File: config.mk
export PLATFORM = sky130hd
export DESIGN_NAME = modinv_helper_xfer
export DESIGN_NICKNAME = d
export VERILOG_FILES = /design/src/rtl/modinv_helper_xfer.sv
export SDC_FILE = /design/constraint.sdc
export NUM_CORES = 1
export LEC_CHECK = 0
export CORE_AREA = 2 2 59 61
export DETAILED_ROUTE_END_ITERATION = 10
export DIE_AREA = 0 0 61 63
export MAX_ROUTING_LAYER = met4
export PLACE_DENSITY_LB_ADDON = 0.05
export SLEW_MARGIN = 20
export SYNTH_ARGS = -nofsm -noshare
export SYNTH_HDL_FRONTEND = slang
export SYNTH_SLANG_ARGS = --single-unit
File: constraint.sdc
create_clock -name clk -period 3.79 [get_ports clk]
set_input_delay 0.758 -clock clk [delete_from_list [all_inputs] [get_ports clk]]
set_output_delay 0.758 -clock clk [all_outputs]
set_load 0.005 [all_outputs]
File: src/rtl/modinv_helper_xfer.sv
// Operand-transfer helper: streams one multi-word operand from the scratch buffer into any
// subset of destination operand memories, applying copy/clear/load-one/shift-left-1 on the way.
module modinv_helper_xfer #(
    parameter int unsigned OPERAND_NUM_WORDS = 8,
    parameter int unsigned OPERAND_ADDR_BITS = 3,
    parameter int unsigned BUFFER_NUM_WORDS  = 9,
    parameter int unsigned BUFFER_ADDR_BITS  = 4,
    parameter int unsigned DST_NUM           = 2
) (
    input  logic                         clk,
    input  logic                         rst_n,
    input  logic                         ena,
    output logic                         rdy,
    input  logic [1:0]                   mode,
    input  logic [BUFFER_ADDR_BITS-1:0]  s_offset,
    input  logic [DST_NUM-1:0]           dst_mask,
    output logic [BUFFER_ADDR_BITS-1:0]  s_addr,
    input  logic [31:0]                  s_din,
    output logic [OPERAND_ADDR_BITS-1:0] d_addr,
    output logic [DST_NUM-1:0]           d_wren,
    output logic [31:0]                  d_dout,
    output logic                         carry_out
);

    localparam int unsigned     CntW    = $clog2(OPERAND_NUM_WORDS + 2);
    localparam logic [CntW-1:0] LastCnt = CntW'(OPERAND_NUM_WORDS + 1);
    localparam logic [CntW-1:0] FirstWr = CntW'(2);

    typedef enum logic [1:0] {
        ModeCopy    = 2'b00,
        ModeClear   = 2'b01,
        ModeLoadOne = 2'b10,
        ModeShift   = 2'b11
    } mode_e;

    logic [CntW-1:0]             r_cnt,    w_cnt_nxt;
    mode_e                       r_mode,   w_mode_nxt;
    logic [BUFFER_ADDR_BITS-1:0] r_offset, w_offset_nxt;
    logic [DST_NUM-1:0]          r_mask,   w_mask_nxt;
    logic                        r_c,      w_c_nxt;
    logic                        r_carry,  w_carry_nxt;

    logic                        w_idle;
    logic                        w_wr_phase;

    assign w_idle     = (r_cnt == '0);
    assign w_wr_phase = (r_cnt >= FirstWr);

    // State register
    always_ff @(posedge clk or negedge rst_n) begin
        if (!rst_n) begin
            r_cnt    <= '0;
            r_mode   <= ModeCopy;
            r_offset <= '0;
            r_mask   <= '0;
            r_c      <= 1'b0;
            r_carry  <= 1'b0;
        end else begin
            r_cnt    <= w_cnt_nxt;
            r_mode   <= w_mode_nxt;
            r_offset <= w_offset_nxt;
            r_mask   <= w_mask_nxt;
            r_c      <= w_c_nxt;
            r_carry  <= w_carry_nxt;
        end
    end

    // Next-state logic
    always_comb begin
        w_cnt_nxt    = r_cnt;
        w_mode_nxt   = r_mode;
        w_offset_nxt = r_offset;
        w_mask_nxt   = r_mask;
        w_c_nxt      = r_c;
        w_carry_nxt  = r_carry;
        if (w_idle) begin
            if (ena) begin
                w_cnt_nxt    = CntW'(1);
                w_mode_nxt   = mode_e'(mode);
                w_offset_nxt = s_offset;
                w_mask_nxt   = dst_mask;
                w_c_nxt      = 1'b0;
            end
        end else begin
            w_cnt_nxt = (r_cnt == LastCnt) ? '0 : r_cnt + CntW'(1);
            // Carry chain advances once per written word; the last word's MSB leaves the block.
            if (w_wr_phase && (r_mode == ModeShift)) begin
                w_c_nxt = s_din[31];
                if (r_cnt == LastCnt) begin
                    w_carry_nxt = s_din[31];
                end
            end
        end
    end

    // Output decode
    always_comb begin
        rdy       = w_idle;
        carry_out = r_carry;
        s_addr    = r_offset;
        d_addr    = '0;
        d_wren    = '0;
        d_dout    = 32'h0;
        if (!w_idle) begin
            s_addr = r_offset + BUFFER_ADDR_BITS'(r_cnt - CntW'(1));
        end
        if (w_wr_phase) begin
            d_addr = OPERAND_ADDR_BITS'(r_cnt - FirstWr);
            d_wren = r_mask;
            unique case (r_mode)
                ModeCopy:    d_dout = s_din;
                ModeClear:   d_dout = 32'h0;
                ModeLoadOne: d_dout = (r_cnt == FirstWr) ? 32'h1 : 32'h0;
                ModeShift:   d_dout = {s_din[30:0], r_c};
                default:     d_dout = 32'h0;
            endcase
        end
    end

endmodule

* Word-level counts from Yosys, hierarchy flattened
Cells that the tools add are included.
** Storage, ports and cells
- Register bits :: 14
- Latch bits :: 0
- Memory bits (writable) :: 0
- Memory bits (read-only) :: 0
- Input bits :: 43
- Output and inout port bits :: 43
- Logic and storage cells :: 37
- Memories :: 0
** Operators by class
- Add/subtract/negate cells :: 4
- Multiply operators :: 0
- Divide/modulo/power cells :: 0
- Magnitude comparators :: 1
- Eq/ne operators :: 6
- Shift operators :: 0
- Multiplexer cells :: 12
- Bitwise gates (word level) :: 1
- Reduce and logical (&&, ||, !) cells :: 7
** Operators by type and width (count)
- 32-bit one-hot mux with 4 select lines :: 1
- 32-bit 2-to-1 mux :: 1
- 4-bit 2-to-1 mux :: 4
- 4-bit by 1-bit adder with 4-bit output (second input constant) :: 1
- 4-bit adder :: 1
- 2-bit == test (second input constant) :: 2
- 4-bit by 2-bit == test with 1-bit output (second input constant) :: 1
- 4-bit == test (second input constant) :: 1
- 4-bit by 2-bit greater-or-equal comparator with 1-bit output (second input constant) :: 1
- 4-bit zero test :: 1
- 1-bit 2-to-1 mux :: 4
- 2-bit AND reduction :: 2
- 4-bit by 1-bit subtractor with 4-bit output (second input constant) :: 1
- 3-bit 2-to-1 mux :: 1
- 3-bit AND reduction :: 1
- 3-bit by 2-bit subtractor with 3-bit output (second input constant) :: 1
- 2-bit by 1-bit == test with 1-bit output (second input constant) :: 1
- 2-bit zero test :: 1
- 2-bit 2-to-1 mux :: 1
- 2-bit != test (second input constant) :: 1
- 2-bit nonzero test :: 1
- 1-bit logical AND :: 1
- 1-bit inverter :: 1

* Depth between registers and ports, before layout
- Word-level depth :: 4
- Mapped depth :: 9
- Depth with buffers taken out :: 8

* Least setup slack after synthesis
Ideal clock, no wire load.
- Kind :: register to output
- Start :: reg r_cnt[1]
- End :: out s_addr[3]
- Arrival time :: 1893 ps
- Required time :: 3032 ps
- Setup slack :: 1139 ps
- Cell stages (with the launch flop) :: 10
- Path buffers :: 1
- Cells stage by stage :: dfrtp_1 > buf_2 > inv_1 > ha_1 > inv_1 > ha_1 > fa_1 > xnor3_1 > nor2_1 > xor2_1
** Between the ends
- Longest elaborated chain between the ends :: 3
- Elaborated cells between the ends (all ways) :: 4
- Those cells by class :: 2 x add/sub; 1 x mux; 1 x reduce/logical
** RTL lines
- start: declaration :: RTL line 36 : logic [CntW-1:0] r_cnt, w_cnt_nxt;
- start signal: assignment :: RTL line 59 : r_cnt <= w_cnt_nxt;
- 4-bit by 1-bit subtractor with 4-bit output :: RTL line 105 : s_addr = r_offset + BUFFER_ADDR_BITS'(r_cnt - CntW'(1));
- 4-bit adder :: RTL line 105
- 4-bit 2-to-1 mux * :: RTL line 104 : if (!w_idle) begin
- end: declaration :: RTL line 17 : output logic [BUFFER_ADDR_BITS-1:0] s_addr,
Every way passes the cells marked *; elsewhere a longest branch is shown, timed or not.

* Worst setup path in the final report
Ends and elaborated chain as after synthesis.

==> qor.tcl <==
set qor(outcome) {finished, final reports clean}
set qor(ff2ff_setup_slack_ps) 2020
set qor(share_of_cells_above_drive_strength_1_pct) 11.2
set qor(timing.final.setup_violations) 0
set qor(synthDistinctLibCells) 28
set qor(route.detailed.drc) 0
set qor(grt_setup_unrepaired) {false}
set qor(rr_worst_depth) 3
set qor(initial_utilization_pct) 35.8
set qor(total_net_switching_power_mw) 0.656
set qor(setup_total_negative_slack_ps) 0
set qor(preCtsSetupSlack_ps) 508
set qor(postRouteAntennaNets) 0
set qor(clk_root_buffer_cell) {clkbuf_4}
set qor(layout_min_cycle_time_ps) 3480
set qor(path_class) {flop to output pin}
set qor(number_of_maximum_capacitance_constraint_violations) 0
set qor(cp_slowest_cell) {clkdlybuf4s50_1}
set qor(design.core.area_um2) 3230
set qor(max_stage_delay_ps) 520
set qor(design.final.nets) 247
set qor(hold_path_end) {r_mask[1]}
set qor(clock_sinks) 14
set qor(hold_violations) 0
set qor(syn_area_um2) 1160
set qor(pwr-share-clk_pct) 5.8
set qor(detail_route.vias_per_cell) 5.05
set qor(power.share.switching_pct) 35.7
set qor(mostFrequentLayoutCell) {clkdlybuf4s50_1}
set qor(placed_cells_incl_taps) 239
set qor(finalNonFillerCells) 243
set qor(grt_pass1_wl_um) 5420
set qor(hold_ws_ps) 508
set qor(pwr-share-comb_pct) 76.2
set qor(drt-wirelength-per-cell_um) 14.0
set qor(post_cts_buffers) 0
set qor(hold_path_startpoint) {r_mask[1]}
set qor(syn_avg_cell_area_um2) 9.90
set qor(instance_count_of_the_mapped_netlist) 117
set qor(clk_path_buf_depth) 2
set qor(final_max_slew_viol_count) 0
set qor(synthesis.yosys.warnings) 0
set qor(worstReg2RegEnd) {carry_out}
set qor(sequentialPowerShare_pct) 18.0
set qor(layout.cells.most_common_list) {85 x clkdlybuf4s50_1, 32 x a22o_1, 13 x dfrtp_1, 11 x inv_1, 11 x mux2_2}
set qor(worst_max_slew_pin_slew_ps) 650
set qor(skew_ps) 0.610
set qor(cts_htree_levels) 1
set qor(startpoint_class) {flop}
set qor(route.vias.total) 1227
set qor(critical_path_peak_fanout) 10
set qor(worst_skew_pair.late_latency_ps) 270
set qor(max_clock_freq_mhz) 287
set qor(critical_path_required_ps) 3030
set qor(grt_pass1_vias) 1197
set qor(grt_max_degree) 35
set qor(tritoncts) {done}
set qor(arrival_ps) 2720
set qor(post_cts_hold_buffer_count) 0
set qor(initialDrtViolationCount) 84
set qor(cts.clk_slew.worst_paths_ps) 90
set qor(final.setup.worst_slack_ps) 309
set qor(place_area_um2) 2030
set qor(crit_chain) {inv_1 -> ha_1 -> inv_1 -> ha_1 -> fa_1 -> xnor3_1 -> nor2_1 -> xor2_1 -> clkdlybuf4s50_1}
set qor(final_area_um2) 2060
set qor(ys_seq_area_share_pct) 30.2
set qor(core.rowCount) 21
set qor(antennaDiodeCount) 0
set qor(register_bit_count_reported_by_yosys) 14
set qor(detailedRoute.firstPassIterationCount) 4
set qor(timing.hold.worst.class) {flop to flop}
set qor(utilization_pct) 63.9
set qor(detailed_place_hpwl_um) 2740
set qor(cts_buffers) 3
set qor(power_mw) 1.84
set qor(relSlewSlack_pct) 56.5
set qor(pwr_per_cell_area_nw_per_um2) 891
set qor(global_route.usage.total_pct) 18.4
set qor(routability_cong) 0.751
set qor(die-width_um) 61
set qor(floorplan.die.height_um) 63
set qor(port-buffer-count) 85
set qor(cellInternalPower_mw) 1.18
set qor(grt_antenna_before_repair) 0
set qor(worst_setup_path_end_kind) {output pin}
set qor(overflow) 0
set qor(die_area_um2) 3840
set qor(layout.filler_cells) 298
set qor(routed_wirelength_um) 3390
set qor(synth.net_count) 166
set qor(final.period_utilization_pct) 91.8
set qor(area_delta_synth_final_pct) 78.2
set qor(hold_path_depth) 1
set qor(cts_resized) 0
set qor(crit-reg2reg-launch) {r_cnt[3]}
set qor(vdd_ir_drop_max_mv) 0.682
set qor(power_leakage_nw) 0.868
set qor(ios) 86
## area by class of cell
cell class | instances | area [um^2] | area share (%)
Sequential cell | 14 | 352 | 17.0
Tap cell | 46 | 57.6 | 2.79
Inverter | 11 | 41.3 | 2.00
Timing Repair Buffer | 86 | 858 | 41.6
Multi-Input combinational cell | 82 | 719 | 34.8
Clock buffer | 4 | 36.3 | 1.76
## kinds of logic after synthesis
logic type	after synthesis	synth area share, %
adder cells (fa/ha/maj)	6	7.13
XOR/XNOR	4	4.21
flip-flops	14	30.2
AND/OR/NAND/NOR	22	11.4
buffers and inverters	21	8.21
multiplexers	11	10.7
AO/OA/AOI/OAI	39	28.1
## critical path: cells and delay by family (launching register included)
family / cells / cell delay [ps]
DFF: 1 / 490
adders and majority gates: 3 / 830
and+or+nand+nor: 1 / 130
buffers and inverters: 3 / 640
xor gates and xnor gates: 2 / 350
## flip-flops by register name, indices dropped and copies added, names as in the netlist
register   cells
r_mode         2
r_cnt          4
carry_out      1
r_offset       4
r_mask         2
r_c            1
## power groups by stage
stage | logic, mW | registers (mW) | clock network [mW]
detailed placement | 1.41 | 0.334 | 0
global placement | 1.39 | 0.328 | 0
global route | 1.54 | 0.346 | 0.119
CTS | 1.42 | 0.331 | 0.112
finish | 1.40 | 0.331 | 0.107
floorplan | 0.735 | 0.273 | 0
## layer usage
layer  global-route usage (%)  vias to the layer above  part of all wire, %  routed length, um
li1                         -                      596                    -                  -
met2                     32.4                       54                   52               1750
met3                     3.31                        2                  8.2                279
met1                     20.8                      575                   40               1350
met5                        -                        -                    0                  0
met4                     4.62                        0                 0.47                 16
## cells in the mapped netlist
cell	n	area share, %
xnor2_1	1	0.76
a31oi_1	1	0.54
dfrtp_1	14	30
ha_1	5	5.4
fa_1	1	1.7
nor2b_1	3	1.6
o311a_1	1	0.86
nor4bb_1	1	0.86
mux2_2	11	11
nand2_4	1	0.97
buf_4	1	0.65
buf_6	1	0.97
nand2_1	5	1.6
nor3_2	1	0.86
nor3_1	1	0.43
inv_1	11	3.6
xor2_1	2	1.5
xnor3_1	1	1.9
nor4_4	1	1.8
a21oi_1	2	0.86
nor2_1	7	2.3
buf_2	4	1.7
nand3_1	1	0.43
a22o_1	32	24
nand4_1	1	0.54
o21ai_0	2	0.86
clkbuf_1	4	1.3
a211o_1	1	0.76
## how the worst max path moves through the flow
stage | start | to
detailed placement | r_cnt[1] | s_addr[3]
CTS | r_cnt[1] | s_addr[3]
global route | r_cnt[2] | s_addr[3]
floorplan | r_cnt[1] | s_addr[3]
finish | r_cnt[1] | s_addr[3]
global placement | r_cnt[1] | s_addr[3]
Note: power is estimated with default switching activity, not from simulation.
